### config.mk
export PLATFORM = sky130hd
export DESIGN_NAME = wb_axi_stream_bridge
export DESIGN_NICKNAME = d
export VERILOG_FILES = /design/src/rtl/wb_axi_stream_bridge.sv
export SDC_FILE = /design/constraint.sdc
export NUM_CORES = 1
export LEC_CHECK = 0
export CAP_MARGIN = 10
export CORE_ASPECT_RATIO = 1.2
export CORE_MARGIN = 5
export CORE_UTILIZATION = 46
export DETAILED_ROUTE_END_ITERATION = 8
export GPL_ROUTABILITY_DRIVEN = 0
export HOLD_SLACK_MARGIN = 0.06
export PLACE_DENSITY = 0.87
export SYNTH_ARGS = -nofsm -noshare
export SYNTH_HDL_FRONTEND = slang
export SYNTH_SLANG_ARGS = --single-unit
export TNS_END_PERCENT = 30
### constraint.sdc
create_clock -name wb_clk_i -period 4.5 [get_ports wb_clk_i]
set_clock_uncertainty 0.2 [all_clocks]
set_input_delay 1.125 -clock wb_clk_i [delete_from_list [all_inputs] [get_ports wb_clk_i]]
set_output_delay 1.125 -clock wb_clk_i [all_outputs]
set_load 0.02 [all_outputs]
### src/rtl/wb_axi_stream_bridge.sv
// wb_axi_stream_bridge: Wishbone slave window bridged to an AXI-Lite master (config/tap space)
// and an AXI-Stream master/slave pair (sample push at SS_OFFSET, result pop at SM_OFFSET).
// Ports:
//   wb_clk_i, wb_rst_i            clock, synchronous active-high reset
//   wbs_*                         Wishbone slave (sel ignored, full-word accesses only)
//   aw*/w*/ar*/r*                 AXI-Lite master toward the accelerator registers
//   ss_*                          AXI-Stream master (one beat per write to SS_OFFSET)
//   sm_*                          AXI-Stream slave (one beat per read of SM_OFFSET)
//   busy                          transaction in flight
// Optional: define TIMEOUT_EN to bound every handshake wait to TIMEOUT cycles; a timed-out
// access is acknowledged (reads return 32'hDEAD_BEEF) and sets a sticky error bit read back
// (and cleared) at window offset 0xFFC.
module wb_axi_stream_bridge #(
    parameter logic [31:0]            BASE_ADDR   = 32'h3000_0000,
    parameter int                     pADDR_WIDTH = 12,
    parameter int                     pDATA_WIDTH = 32,
    parameter logic [pADDR_WIDTH-1:0] SS_OFFSET   = 'h080,
    parameter logic [pADDR_WIDTH-1:0] SM_OFFSET   = 'h084,
    parameter logic [pADDR_WIDTH-1:0] LEN_OFFSET  = 'h010,
    parameter int                     TIMEOUT     = 255
) (
    input  logic                   wb_clk_i,
    input  logic                   wb_rst_i,
    input  logic                   wbs_stb_i,
    input  logic                   wbs_cyc_i,
    input  logic                   wbs_we_i,
    input  logic [3:0]             wbs_sel_i,
    input  logic [31:0]            wbs_adr_i,
    input  logic [31:0]            wbs_dat_i,
    output logic                   wbs_ack_o,
    output logic [31:0]            wbs_dat_o,
    output logic                   awvalid,
    input  logic                   awready,
    output logic [pADDR_WIDTH-1:0] awaddr,
    output logic                   wvalid,
    input  logic                   wready,
    output logic [pDATA_WIDTH-1:0] wdata,
    output logic                   arvalid,
    input  logic                   arready,
    output logic [pADDR_WIDTH-1:0] araddr,
    input  logic                   rvalid,
    output logic                   rready,
    input  logic [pDATA_WIDTH-1:0] rdata,
    output logic                   ss_tvalid,
    output logic                   ss_tlast,
    output logic [pDATA_WIDTH-1:0] ss_tdata,
    input  logic                   ss_tready,
    input  logic                   sm_tvalid,
    input  logic                   sm_tlast,
    input  logic [pDATA_WIDTH-1:0] sm_tdata,
    output logic                   sm_tready,
    output logic                   busy
);
    typedef enum logic [2:0] {IDLE, LITE_WR, LITE_RD_A, LITE_RD_D, SS_PUSH, SM_POP, ACK} state_t;

    state_t                 state, state_n;
    logic [pADDR_WIDTH-1:0] off, addr_q;
    logic [pDATA_WIDTH-1:0] wdata_q, data_length, beat_cnt, eff_len;
    logic [31:0]            dat_q;
    logic                   aw_done, w_done, last_q;
    logic                   hit, aw_hs, w_hs, adv, to, tmo, st_rd, err_rd;
    logic                   unused_ok;

    assign off       = wbs_adr_i[pADDR_WIDTH-1:0];
    assign hit       = wbs_stb_i & wbs_cyc_i & (wbs_adr_i[31:pADDR_WIDTH] == BASE_ADDR[31:pADDR_WIDTH]);
    // A zero length would never produce tlast; treat it as single-beat frames.
    assign eff_len   = (data_length == '0) ? pDATA_WIDTH'(1) : data_length;
    assign unused_ok = &{1'b0, wbs_sel_i, sm_tlast, wbs_dat_i};

    // Handshake outputs decode straight from registered state, so reset drops them on the next edge.
    assign awvalid   = (state == LITE_WR) & ~aw_done;
    assign wvalid    = (state == LITE_WR) & ~w_done;
    assign arvalid   = (state == LITE_RD_A);
    assign rready    = (state == LITE_RD_D);
    assign ss_tvalid = (state == SS_PUSH);
    assign sm_tready = (state == SM_POP);
    assign wbs_ack_o = (state == ACK);
    assign wbs_dat_o = wbs_ack_o ? dat_q : '0;
    assign busy      = (state != IDLE);
    assign awaddr    = addr_q;
    assign araddr    = addr_q;
    assign wdata     = wdata_q;
    assign ss_tdata  = wdata_q;
    assign ss_tlast  = last_q;
    assign aw_hs     = awvalid & awready;
    assign w_hs      = wvalid & wready;

`ifdef TIMEOUT_EN
    localparam logic [pADDR_WIDTH-1:0] ST_OFFSET = {{(pADDR_WIDTH-2){1'b1}}, 2'b00};

    logic [31:0] tcnt;
    logic        err;

    assign st_rd  = ~wbs_we_i & (off == ST_OFFSET);
    assign err_rd = err;
    assign tmo    = busy & (state != ACK) & (tcnt == 32'(TIMEOUT - 1));

    // Counter restarts on every state change, so each handshake gets its own budget.
    always_ff @(posedge wb_clk_i) begin
        if (wb_rst_i) begin
            tcnt <= '0;
            err  <= 1'b0;
        end else begin
            tcnt <= (busy && state_n == state) ? tcnt + 32'd1 : '0;
            err  <= to | (err & ~(state == IDLE && hit && st_rd));
        end
    end
`else
    assign st_rd  = 1'b0;
    assign err_rd = 1'b0;
    assign tmo    = 1'b0;
`endif

    always_comb begin
        state_n = state;
        adv     = 1'b0;
        case (state)
            IDLE:      state_n = !hit ? IDLE
                               : wbs_we_i ? ((off == SS_OFFSET) ? SS_PUSH : LITE_WR)
                               : (off == SM_OFFSET) ? SM_POP
                               : st_rd ? ACK : LITE_RD_A;
            LITE_WR:   adv = (aw_done | aw_hs) & (w_done | w_hs);
            LITE_RD_A: adv = arready;
            LITE_RD_D: adv = rvalid;
            SS_PUSH:   adv = ss_tready;
            SM_POP:    adv = sm_tvalid;
            ACK:       state_n = IDLE;
            default:   state_n = IDLE;
        endcase
        // A handshake landing on the timeout cycle still completes normally.
        to = tmo & ~adv;
        if (adv | to) state_n = (state == LITE_RD_A && !to) ? LITE_RD_D : ACK;
    end

    always_ff @(posedge wb_clk_i) begin
        if (wb_rst_i) begin
            state       <= IDLE;
            addr_q      <= '0;
            wdata_q     <= '0;
            dat_q       <= '0;
            data_length <= '0;
            beat_cnt    <= '0;
            aw_done     <= 1'b0;
            w_done      <= 1'b0;
            last_q      <= 1'b0;
        end else begin
            state <= state_n;
            if (state == IDLE && hit) begin
                addr_q  <= off;
                wdata_q <= wbs_dat_i[pDATA_WIDTH-1:0];
                dat_q   <= {31'b0, err_rd & st_rd};
                aw_done <= 1'b0;
                w_done  <= 1'b0;
                last_q  <= beat_cnt >= eff_len - pDATA_WIDTH'(1);
            end
            if (aw_hs) aw_done <= 1'b1;
            if (w_hs) begin
                w_done <= 1'b1;
                if (addr_q == LEN_OFFSET) data_length <= wdata_q;
            end
            if (state == LITE_RD_D && rvalid) dat_q <= 32'(rdata);
            if (state == SM_POP && sm_tvalid) dat_q <= 32'(sm_tdata);
            if (ss_tvalid && ss_tready) beat_cnt <= last_q ? '0 : beat_cnt + pDATA_WIDTH'(1);
            if (to && (state == LITE_RD_A || state == LITE_RD_D || state == SM_POP)) dat_q <= 32'hDEAD_BEEF;
        end
    end
endmodule

==> impl_metrics.tcl <==
set metrics [dict create \
    setup_viol 0 \
    hold_path.class "flip-flop to flip-flop" \
    status "finished clean" \
    insertion_delay_ns 0.42 \
    fin_crit_ns 4.114 \
    ctsHoldBuffers 0 \
    critical_path_depth 15 \
    relSlewSlack 0.2650 \
    cts.repair.resized 0 \
    cts_setup_buffers 0 \
    cts.sinks 146 \
    num_vias 7662 \
    ys_warn_count 0 \
    tns_ns 0 \
    hp-start "data_length[17]" \
    synth_cell_types 51 \
    synth_top_area_frac 0.3834 \
    clkTransAtPathRegs_ns 0.06 \
    io_buffers 267 \
    syn-instance-count 967 \
    crit_end "ss_tlast" \
    antenna_cells 0 \
    worstPathRequired_ns 4.65 \
    fin_ws_ns 0.3855 \
    io-pin-count 273 \
    layout.nets 1347 \
    p_int_mw 2.480 \
    dp.final_hpwl_um 19160 \
    grt_pass1_vias 7568 \
    max_cap_violations 0 \
    irDropWorstVdd_mv 0.1868 \
    yosysTopAreaCell "dfxtp_1" \
    synthToLayoutAreaGrowth_pct 41.62 \
    drive_gt1_frac 0.04407 \
    die_y_um 151.0 \
    ys.flop_type "dfxtp_1" \
    p_seq_frac 0.422 \
    crit_path_max_fanout 5 \
    path_cells "or4_1 -> nand4bb_1 -> nor2_1 -> a21oi_1 -> ha_1 -> nand4b_1 -> nor2b_1 -> nor4bb_1 -> xnor2_1 -> ha_1 -> nand4_1 -> nor4_1 -> nor4bb_1 -> o41ai_1 -> a31oi_1" \
    p_sw_uw 603.6 \
    numCtsBuffers 17 \
    synth_edf_count 0 \
    rsz0062_at_grt "no" \
    r2r_end "ss_tlast" \
    synthTopCellsByArea "dfxtp_1, nand2_1, a21oi_1, ha_1, nor2_1" \
    post-place-ws_ns 0.4392 \
    critical_path_class "flip-flop to flip-flop" \
    path_delay_family "simple AND/OR/NAND/NOR gates" \
    max_slew.worst_pin.slew_ns 1.100 \
    fin_hold_ws_ns 0.2816 \
    synth.avg_cell_area_um2 7.884 \
    p_leak_nw 3.788 \
    gr-total-overflow 0 \
    finalCritPeriodShare 0.9143 \
    netlist_area_mm2 0.007624 \
    drt_iter0_drc 508 \
    rows 51 \
    crit_path_start_kind "flip-flop" \
    place_inst 1362 \
    comb_power_share 0.061 \
    synthesis.nets 1145 \
    grt_max_degree 78 \
    yosysSeqAreaShare 0.3834 \
    stdcell_count 1392 \
    cp_num_buf_inv 0 \
    maxSlewViolCount 0 \
    dr.pass1.iters 5 \
    vias_per_cell 5.504 \
    drtAntennaViolNets 0 \
    slowest_delay_ns 0.58 \
    grt_pass1_wl_um 39360 \
    cp-end-kind "flip-flop" \
    wirelength_um 25150 \
    max_freq_ghz 0.2430 \
    die_area_mm2 0.01926 \
    cp_data_arrival_time_ns 4.26 \
    cts_max_level 4 \
    startpoint "data_length[26]" \
    core-area_mm2 0.01627 \
    cts_tree "yes" \
    drc 0 \
    r2r-start "data_length[26]" \
    cts_root_buf "clkbuf_16" \
    power_frac_clock 0.517 \
    synth_seq_cells 146 \
    rr_worst_depth 15 \
    cts.path.max_buffers 2 \
    dieWidth_um 127.5 \
    r2r_slack_ns 0.39 \
    start_util 0.4685 \
    hold_viol 0 \
    worst_path_max_delay_cell "or4_1" \
    grt_antenna_before_repair 0 \
    routedWlPerCell_um 18.07 \
    swShare 0.1958 \
    grt_util_all_layers 0.2575 \
    synthArstFlopShare 0 \
    p_per_area_mw_per_mm2 285.6 \
]
sequential cells by signal, indices dropped and copies added, names as in the netlist:
name         count
state            3
ss_tlast         1
araddr          12
ss_tdata        32
beat_cnt        32
dat_q           32
aw_done          1
data_length     32
w_done           1
worst min path at each step:
| stage | to | slack (ns) | depth (start not counted) |
|---|---|---|---|
| floorplan | data_length[31] | 0.24 | 2 |
| global placement | data_length[18] | 0.26 | 2 |
| detailed placement | data_length[21] | 0.27 | 2 |
| CTS | data_length[21] | 0.28 | 2 |
| global route | data_length[18] | 0.31 | 2 |
| finish | data_length[17] | 0.28 | 2 |
cell type report:
type	count	area, um2
inverters	9	33.78
well taps	212	265.3
fillers	1280	5475
repair buffers	282	2783
clock buffers	20	456.7
clock inverters	10	206.4
multi-input cells	713	4129
flip-flops and latches	146	2923
cells in the final DEF (no fill, tap or decap), types with 5 or more instances in the layout:
cell type | synthesis | routed
nor2b_1 | 5 | 5
bufinv_16 | 0 | 6
dfxtp_1 | 146 | 146
nor3_1 | 45 | 45
o21ai_0 | 13 | 13
buf_4 | 44 | 16
a21oi_1 | 96 | 96
xor2_1 | 30 | 30
nor4_1 | 11 | 11
nand2_1 | 189 | 189
nand2b_1 | 6 | 6
clkdlybuf4s50_1 | 0 | 266
or3_1 | 10 | 10
nand4_1 | 18 | 18
and2_1 | 37 | 37
and4_1 | 7 | 7
nand3_1 | 10 | 10
ha_1 | 34 | 34
clkbuf_16 | 0 | 17
nor2_1 | 91 | 90
inv_1 | 9 | 9
a221oi_1 | 32 | 32
xnor2_1 | 23 | 23
worst reg2reg max path, cell delays in order, from the launching register on:
cell and delay (ns):
dfxtp_1 0.35, or4_1 0.58, nand4bb_1 0.32, nor2_1 0.22
a21oi_1 0.13, ha_1 0.27, nand4b_1 0.18, nor2b_1 0.13
nor4bb_1 0.15, xnor2_1 0.13, ha_1 0.28, nand4_1 0.14
nor4_1 0.37, nor4bb_1 0.34, o41ai_1 0.13, a31oi_1 0.12
power by group through the flow:
stage                     logic, mW  clock network (mW)  registers (mW)
after floorplan              0.0470                   0            1.33
after global placement        0.184                   0            1.33
after detailed placement      0.185                   0            1.33
after CTS                     0.187                1.61            1.30
after global routing          0.198                1.67            1.30
final                         0.187                1.60            1.30
kinds of logic after synthesis:
group                      after synthesis  share of synthesized area
xor gates and xnor gates                53                    0.06089
muxes                                    3                   0.004103
DFF                                    146                     0.3834
AOI/OAI and AO/OA                      166                     0.1338
buffers and inverters                  108                    0.07550
and+or+nand+nor                        457                     0.2866
adders and majority gates               34                    0.05580
cell usage after synthesis, types with 2 or more instances:
master     instances
nor2b_1            5
a211oi_1           4
nand4b_1           3
nor4_1            11
and4_1             7
nand4bb_1          2
o22ai_1            2
nand3b_1           4
o21ai_0           13
nand2_1          189
nor4bb_1           3
a21o_1             3
mux2i_1            2
xor2_1            30
buf_4             44
dfxtp_1          146
and2_1            37
inv_1              9
nor3_1            45
a21oi_1           96
nor3b_1            2
nand4_1           18
nand3_1           10
and3_1             4
o41ai_1            2
a31oi_1            2
ha_1              34
nor2_1            91
buf_2              4
xnor2_1           23
nand2b_1           6
or4_1              4
a221oi_1          32
clkbuf_1          50
or3_1             10
o221ai_1           3
o31a_1             3
stage by stage:
step	total power, mW	cell area [um2]	util
6_report	3.083	10800	0.6635
5_1_grt	3.168	10800	0.6635
4_1_cts	3.094	10800	0.6635
3_5_place_dp	1.514	10130	0.6228
3_3_place_gp	1.512	10130	0.6228
2_1_floorplan	1.372	7624	-
per-layer routing:
layer | vias to the layer above | wire length (um) | global-route usage
met1 | 3632 | 9379 | 0.2927
li1 | 3717 | - | -
met2 | 261 | 12910 | 0.4515
met3 | 52 | 1974 | 0.07055
met5 | - | 0 | 0
met4 | 0 | 890 | 0.1127
Note: power is estimated with default switching activity, not from simulation.
